===== src/rtl/updown_counter.sv =====
// Modulo-MODULUS up/down counter with parallel load, per-bit set mask and wrap pulse.
// Latency: any control input reaches q one clock edge later; tc is combinational.
// Backpressure: none, the counter accepts controls every cycle.
module updown_counter #(
    parameter int WIDTH   = 4,
    parameter int MODULUS = 16
) (
    input  logic             clk,
    input  logic             nrst,
    input  logic             en,
    input  logic             up,
    input  logic             load,
    input  logic [WIDTH-1:0] d,
    input  logic [WIDTH-1:0] refresh,
    output logic [WIDTH-1:0] q,
    output logic             tc,
    output logic             wrap
);

    localparam logic [WIDTH-1:0] MAX_VAL = WIDTH'(MODULUS - 1);
    localparam logic [WIDTH:0]   MOD_EXT = (WIDTH + 1)'(MODULUS);

    // One extra bit so MODULUS == 2**WIDTH compares correctly and never clamps.
    function automatic logic [WIDTH-1:0] clamp(input logic [WIDTH-1:0] v);
        if ({1'b0, v} >= MOD_EXT) begin
            return MAX_VAL;
        end
        return v;
    endfunction

    logic [WIDTH-1:0] q_nxt;
    logic             wrap_nxt;

    assign tc = en && ((up && (q == MAX_VAL)) || (!up && (q == '0)));

    always_comb begin
        q_nxt    = q;
        wrap_nxt = 1'b0;
        if (load) begin
            q_nxt = clamp(d);
        end else if (|refresh) begin
            q_nxt = clamp(q | refresh);
        end else if (en) begin
            if (up) begin
                if (q == MAX_VAL) begin
                    q_nxt    = '0;
                    wrap_nxt = 1'b1;
                end else begin
                    q_nxt = q + WIDTH'(1);
                end
            end else begin
                if (q == '0) begin
                    q_nxt    = MAX_VAL;
                    wrap_nxt = 1'b1;
                end else begin
                    q_nxt = q - WIDTH'(1);
                end
            end
        end
    end

    always_ff @(posedge clk or negedge nrst) begin
        if (!nrst) begin
            q    <= '0;
            wrap <= 1'b0;
        end else begin
            q    <= q_nxt;
            wrap <= wrap_nxt;
        end
    end

endmodule


===== config.mk =====
export PLATFORM = sky130hd
export DESIGN_NAME = updown_counter
export DESIGN_NICKNAME = d
export VERILOG_FILES = /design/src/rtl/updown_counter.sv
export SDC_FILE = /design/constraint.sdc
export NUM_CORES = 1
export LEC_CHECK = 0
export CORE_AREA = 3 3 40 42
export DETAILED_ROUTE_END_ITERATION = 6
export DIE_AREA = 0 0 43 45
export PLACE_DENSITY_LB_ADDON = 0.1
export SLEW_MARGIN = 20
export SYNTH_ARGS = -nofsm -noshare
export SYNTH_HDL_FRONTEND = slang
export SYNTH_SLANG_ARGS = --single-unit

===== constraint.sdc =====
create_clock -name clk -period 3.5 [get_ports clk]
set_input_delay 0.35 -clock clk [delete_from_list [all_inputs] [get_ports clk]]
set_output_delay 0.35 -clock clk [all_outputs]
set_load 0.005 [all_outputs]

==> metrics.txt, run 1 <==
simple logic cell fraction of the synthesized area=0.232; WL final=1.12 mm; Hold Path Class=input pin to asynchronous set/reset pin; Distinct cells, synth=28; Rel. slew slack=0.631; share of cells above drive strength 1=0.0789; setup TNS=0 ns; final-stage net count=92; compound-cell area share of the yosys netlist=0.305; row count=13; antenna-violating nets left=0; Clock Tree Root=clkbuf_4; drt first pass iters=4; vias=485; Clk pwr share=0.331; drt drc=0; CTS tree=built; post-synthesis adder-cell area fraction=0.0565; Mapped Area=443 um^2; CP startpoint kind=register; Leakage Power=0.256 nW; GP Congestion=0.782; VDD IR-drop max=0.261 mV; main combinational cell family by area after synthesis=compound AO/OA/AOI/OAI gates; syn nets=74; Via density=5.33; Mapped Avg Cell Area=7.51 um^2; Post-CTS Setup Inserts=0; Max-Cap Viols=0; Int Power=0.140 mW; Critical Path AT=2.09 ns; die area=1940 um^2; GRT overflow=0; Critical Path Fanout Max=8; Sink Count=5; Tcrit/Tclk final=0.697; register area share after synthesis=0.282; worst slew pin tran=0.548 ns; Post-Synth XOR/XNOR Area=0.0198; dpl ws=1.19 ns; Clock transition at path regs=0.04 ns; Setup Skew=0.00379 ns; Max Slew Vio Count=0; drt initial violations=8; Combinational Power Share=0.311; most frequent cells in the layout=clkdlybuf4s50_1 (18), nor2_1 (8), a21oi_1 (8), dfrtp_1 (5), inv_1 (4); required time worst endpoint=3.15 ns; multiplexer share of the synthesized area=0.0254; GRT Overall Usage=0.132; Hold Buf Count CTS=0; Core Region=1280 um^2; Setup violations, final=0; # IOs=19; CP Capture Type=output pin; setup ws final=1.06 ns; PD cells=310 nW/um^2; pin count of the biggest net entering global routing=12; Yosys reg bits=5; clk_lat worst skew=0.24 ns; HPWL after DPL=865 um; die width=43 um; # fillers=132; Tmin final=2.44 ns; RSZ-0062 raised after global routing=no; Sw Ratio=0.302; Initial Util=0.345; cts bufs inserted=3; switching pwr=0.0608 mW; most common cell after layout, fill and taps aside=clkdlybuf4s50_1; first-pass GRT wire length=1.93 mm; chip height=45 um; fmax=0.410 GHz; post-CTS resize count=0; yosys warns=0; Syn Inst Count=59; FF-to-FF path depth=7; Reg power frac=0.358; Reg2Reg Setup Slack=1.82 ns; status=finished clean; initial antenna violation count=0; Area growth syn-to-layout=46.3%; H-tree depth=1; Max clock buf depth=2; final hold vios=0; antenna cells=0; vias in the first global route=452; critical path type=register to output pin; I/O Buffers=18; wire per inst=12.3 um
[Yosys cell counts, drive strengths merged]
| library cell | count | area (um^2) |
|---|---|---|
| a21oi | 9 | 48.8 |
| nor2 | 8 | 30.0 |
| dfrtp | 5 | 125 |
| clkbuf | 4 | 16.3 |
| inv | 4 | 15.0 |
| nand2 | 3 | 11.3 |
| o21ai | 3 | 15.0 |
| ha | 2 | 25.0 |
| nand3 | 2 | 10.0 |
| nor3 | 2 | 10.0 |
| nor3b | 2 | 15.0 |
| o221ai | 2 | 17.5 |
| a211oi | 1 | 7.51 |
| a21o | 1 | 7.51 |
| a311oi | 1 | 8.76 |
| a31oi | 1 | 6.26 |
| buf | 1 | 3.75 |
| mux2 | 1 | 11.3 |
| nand4 | 1 | 6.26 |
| nor2b | 1 | 6.26 |
| nor4 | 1 | 6.26 |
| o211ai | 1 | 7.51 |
| o41ai | 1 | 16.3 |
| or4 | 1 | 7.51 |
| xor2 | 1 | 8.76 |
[final timing paths]
check	start	endpoint
hold reg to reg	q[3]	q[3]
hold / removal	nrst	wrap
min in group clk	d[2]	q[2]
setup reg to reg	q[0]	q[2]
setup / recovery	q[0]	tc
max in group asynchronous	nrst	q[1]
[power by group through the flow]
stage	clock (mW)	sequential (mW)	combinational, mW
2_1_floorplan	0	0.0692	0.0342
3_3_place_gp	0	0.0730	0.0629
3_5_place_dp	0	0.0727	0.0623
4_1_cts	0.0699	0.0719	0.0628
5_1_grt	0.0735	0.0730	0.0694
6_report	0.0666	0.0721	0.0625
[area by class of cell]
| cell class | count | area [um^2] | area share |
|---|---|---|---|
| inverter | 4 | 15.0 | 0.0232 |
| tap | 15 | 18.8 | 0.0290 |
| multi-input combinational | 45 | 283 | 0.436 |
| sequential | 5 | 125 | 0.193 |
| timing repair buffer | 18 | 180 | 0.278 |
| clock buffer | 4 | 26.3 | 0.0405 |
[worst max-delay path: stages, from the launching register on]
cell             delay, ns
dfrtp_1               0.46
inv_1                 0.14
ha_1                  0.20
nor3b_1               0.27
a21oi_1               0.12
nor2b_1               0.13
clkdlybuf4s50_1       0.51
[metal layers]
metal | up-vias | routed length, um | track usage
met2 | 15 | 523 | 0.198
met1 | 222 | 523 | 0.180
li1 | 248 | - | -
met3 | 0 | 71 | 0.0478
met4 | 0 | 0 | 0.0361
met5 | - | 0 | 0
[through the flow]
step / total power [mW] / instance area (um^2) / util / cells / hold slack (ns)
4_1_cts: 0.205 / 648 / 0.504 / 91 / 0.325
3_5_place_dp: 0.135 / 622 / 0.484 / 87 / 0.585
6_report: 0.201 / 648 / 0.504 / 91 / 0.324
3_3_place_gp: 0.136 / 622 / 0.484 / 87 / 0.584
5_1_grt: 0.216 / 648 / 0.504 / 91 / 0.332
2_1_floorplan: 0.103 / 443 / - / 59 / 0.0544
[sequential cells by signal (all words and copies together), names as in the netlist]
name and flops:
wrap 1, q 4
[logic make-up (layout without fill, tap and decap cells)]
group,after synthesis,after routing
AOI/OAI and AO/OA,20,20
muxes,1,1
adders and majority gates,2,2
buffers and inverters,9,26
and+or+nand+nor,21,21
xor gates and xnor gates,1,1
DFF,5,5
(Power assumes the default switching activity.)
==> inputs of run 2 (changes only) <==
- clock period: 3.5 -> 2.18 ns (I/O delays scaled with it)
==> metrics.txt, run 2 (synthesis gave the netlist of run 1 again) <==
Setup Skew=0.00422 ns; vias=501; Core Region=1280 um^2; CP startpoint kind=register; Critical Path AT=1.52 ns; antenna-violating nets left=0; drt drc=0; GRT overflow=0; Sw Ratio=0.297; Initial Util=0.345; most common cell after layout, fill and taps aside=clkdlybuf4s50_1; top flop regs=q (4), wrap (1); final hold vios=0; Tcrit/Tclk final=0.795; Final Power=0.332 mW; worst slew pin tran=0.570 ns; H-tree depth=1; share of cells above drive strength 1=0.163; Reg with most FFs=q; Max Slew Vio Count=0; Critical Path Fanout Max=5; HPWL after DPL=931 um; required time worst endpoint=1.96 ns; Rel. slew slack=0.617; CTS tree=built; vias in the first global route=466; chip height=45 um; clk_lat worst skew=0.24 ns; Leakage Power=0.297 nW; die area=1940 um^2; CP Capture Type=output pin; cts bufs inserted=3; final-stage net count=96; Max clock buf depth=2; Clock transition at path regs=0.04 ns; drt first pass iters=4; die width=43 um; antenna cells=0; GP Congestion=0.815; PD cells=479 nW/um^2; VDD IR-drop max=0.544 mV; Largest register FFs=4; setup TNS=0 ns; Setup violations, final=0; drt initial violations=9; Max-Cap Viols=0; initial antenna violation count=0; most frequent cells in the layout=clkdlybuf4s50_1 (17), nor2_1 (8), a21oi_1 (8), buf_4 (4), dfrtp_1 (4); Hold Path Class=input pin to asynchronous set/reset pin; first-pass GRT wire length=1.98 mm; Reg power frac=0.345; Clock Tree Root=clkbuf_4; wire per inst=12.2 um; Area growth syn-to-layout=56.5%; switching pwr=0.0986 mW; Combinational Power Share=0.342; # fillers=132; status=finished clean; RSZ-0062 raised after global routing=no; pin count of the biggest net entering global routing=12; row count=13; # IOs=19; I/O Buffers=18; WL final=1.16 mm; GRT Overall Usage=0.139; Clk pwr share=0.313; Via density=5.27; critical path type=register to output pin; Tmin final=1.73 ns; Sink Count=5; Int Power=0.234 mW; fmax=0.577 GHz
==> run 2: cell types whose count changed in the layout (fill, tap and decap cells not counted) <==
| cell | delta |
|---|---|
| buf_4 | +4 |
| clkdlybuf4s50_1 | -1 |
| dfrtp_1 | -1 |
| dfrtp_2 | +1 |
| dlymetal6s2s_1 | +1 |
| inv_1 | -1 |
| inv_2 | +1 |
| nor3b_1 | -1 |
| nor3b_4 | +1 |
==> run 2: worst max-delay path, stage by stage, from the launching register on <==
cell and delay [ns]:
dfrtp_2 0.44, inv_2 0.08, ha_1 0.19, nor3b_4 0.20, a21oi_1 0.08, nor2b_1 0.13, dlymetal6s2s_1 0.15
==> run 2: path summary, 6_finish.rpt <==
path,startpoint,endpoint,depth (start not counted),slack [ns]
min in group clk,d[2],q[2],3,0.55
hold reg to reg,q[3],q[3],2,0.72
hold / removal,nrst,wrap,1,0.19
setup / recovery,q[0],tc,6,0.45
max in group asynchronous,nrst,q[0],1,1.79
setup reg to reg,q[0],q[2],6,0.67
==> run 2: power groups by stage <==
stage,logic [mW],clock network (mW),registers (mW)
after global routing,0.126,0.122,0.116
after CTS,0.113,0.108,0.113
after detailed placement,0.111,0,0.114
after global placement,0.112,0,0.114
final,0.114,0.104,0.115
after floorplan,0.0549,0,0.111
==> run 2: timing repair <==
action | 4_1_cts | 5_1_grt
endpoints found under the setup margin | 1 | 1
buffers inserted | 0 | 0
resized for setup | 1 | 4
cloned | 0 | 0
hold buffers | 0 | 0
==> run 2: final cells by class <==
cell class / instances / area (um^2) / share of cell area
sequential: 5 / 126 / 0.182
tap: 15 / 18.8 / 0.0271
clock buffer: 4 / 26.3 / 0.0379
multi-input combinational: 45 / 294 / 0.424
timing repair buffer: 22 / 213 / 0.307
inverter: 4 / 15.0 / 0.0217
==> run 2: routing by layer <==
| layer | track usage | wire length, um | vias up | share of wire |
|---|---|---|---|---|
| li1 | - | - | 257 | - |
| met5 | 0 | 0 | - | 0 |
| met4 | 0.0181 | 0 | 0 | 0 |
| met2 | 0.231 | 523 | 15 | 0.45 |
| met3 | 0.0637 | 88 | 0 | 0.076 |
| met1 | 0.171 | 552 | 229 | 0.47 |
==> run 2: metrics by stage <==
step | area [um^2] | setup WS, ns | hold slack (ns) | cells | util
2_1_floorplan | 443 | 0.697 | -0.0776 | 59 | -
6_report | 693 | 0.446 | 0.192 | 95 | 0.539
3_5_place_dp | 652 | 0.197 | 0.450 | 91 | 0.507
3_3_place_gp | 652 | 0.194 | 0.451 | 91 | 0.507
4_1_cts | 683 | 0.0136 | 0.195 | 95 | 0.532
5_1_grt | 693 | 0.303 | 0.190 | 95 | 0.539
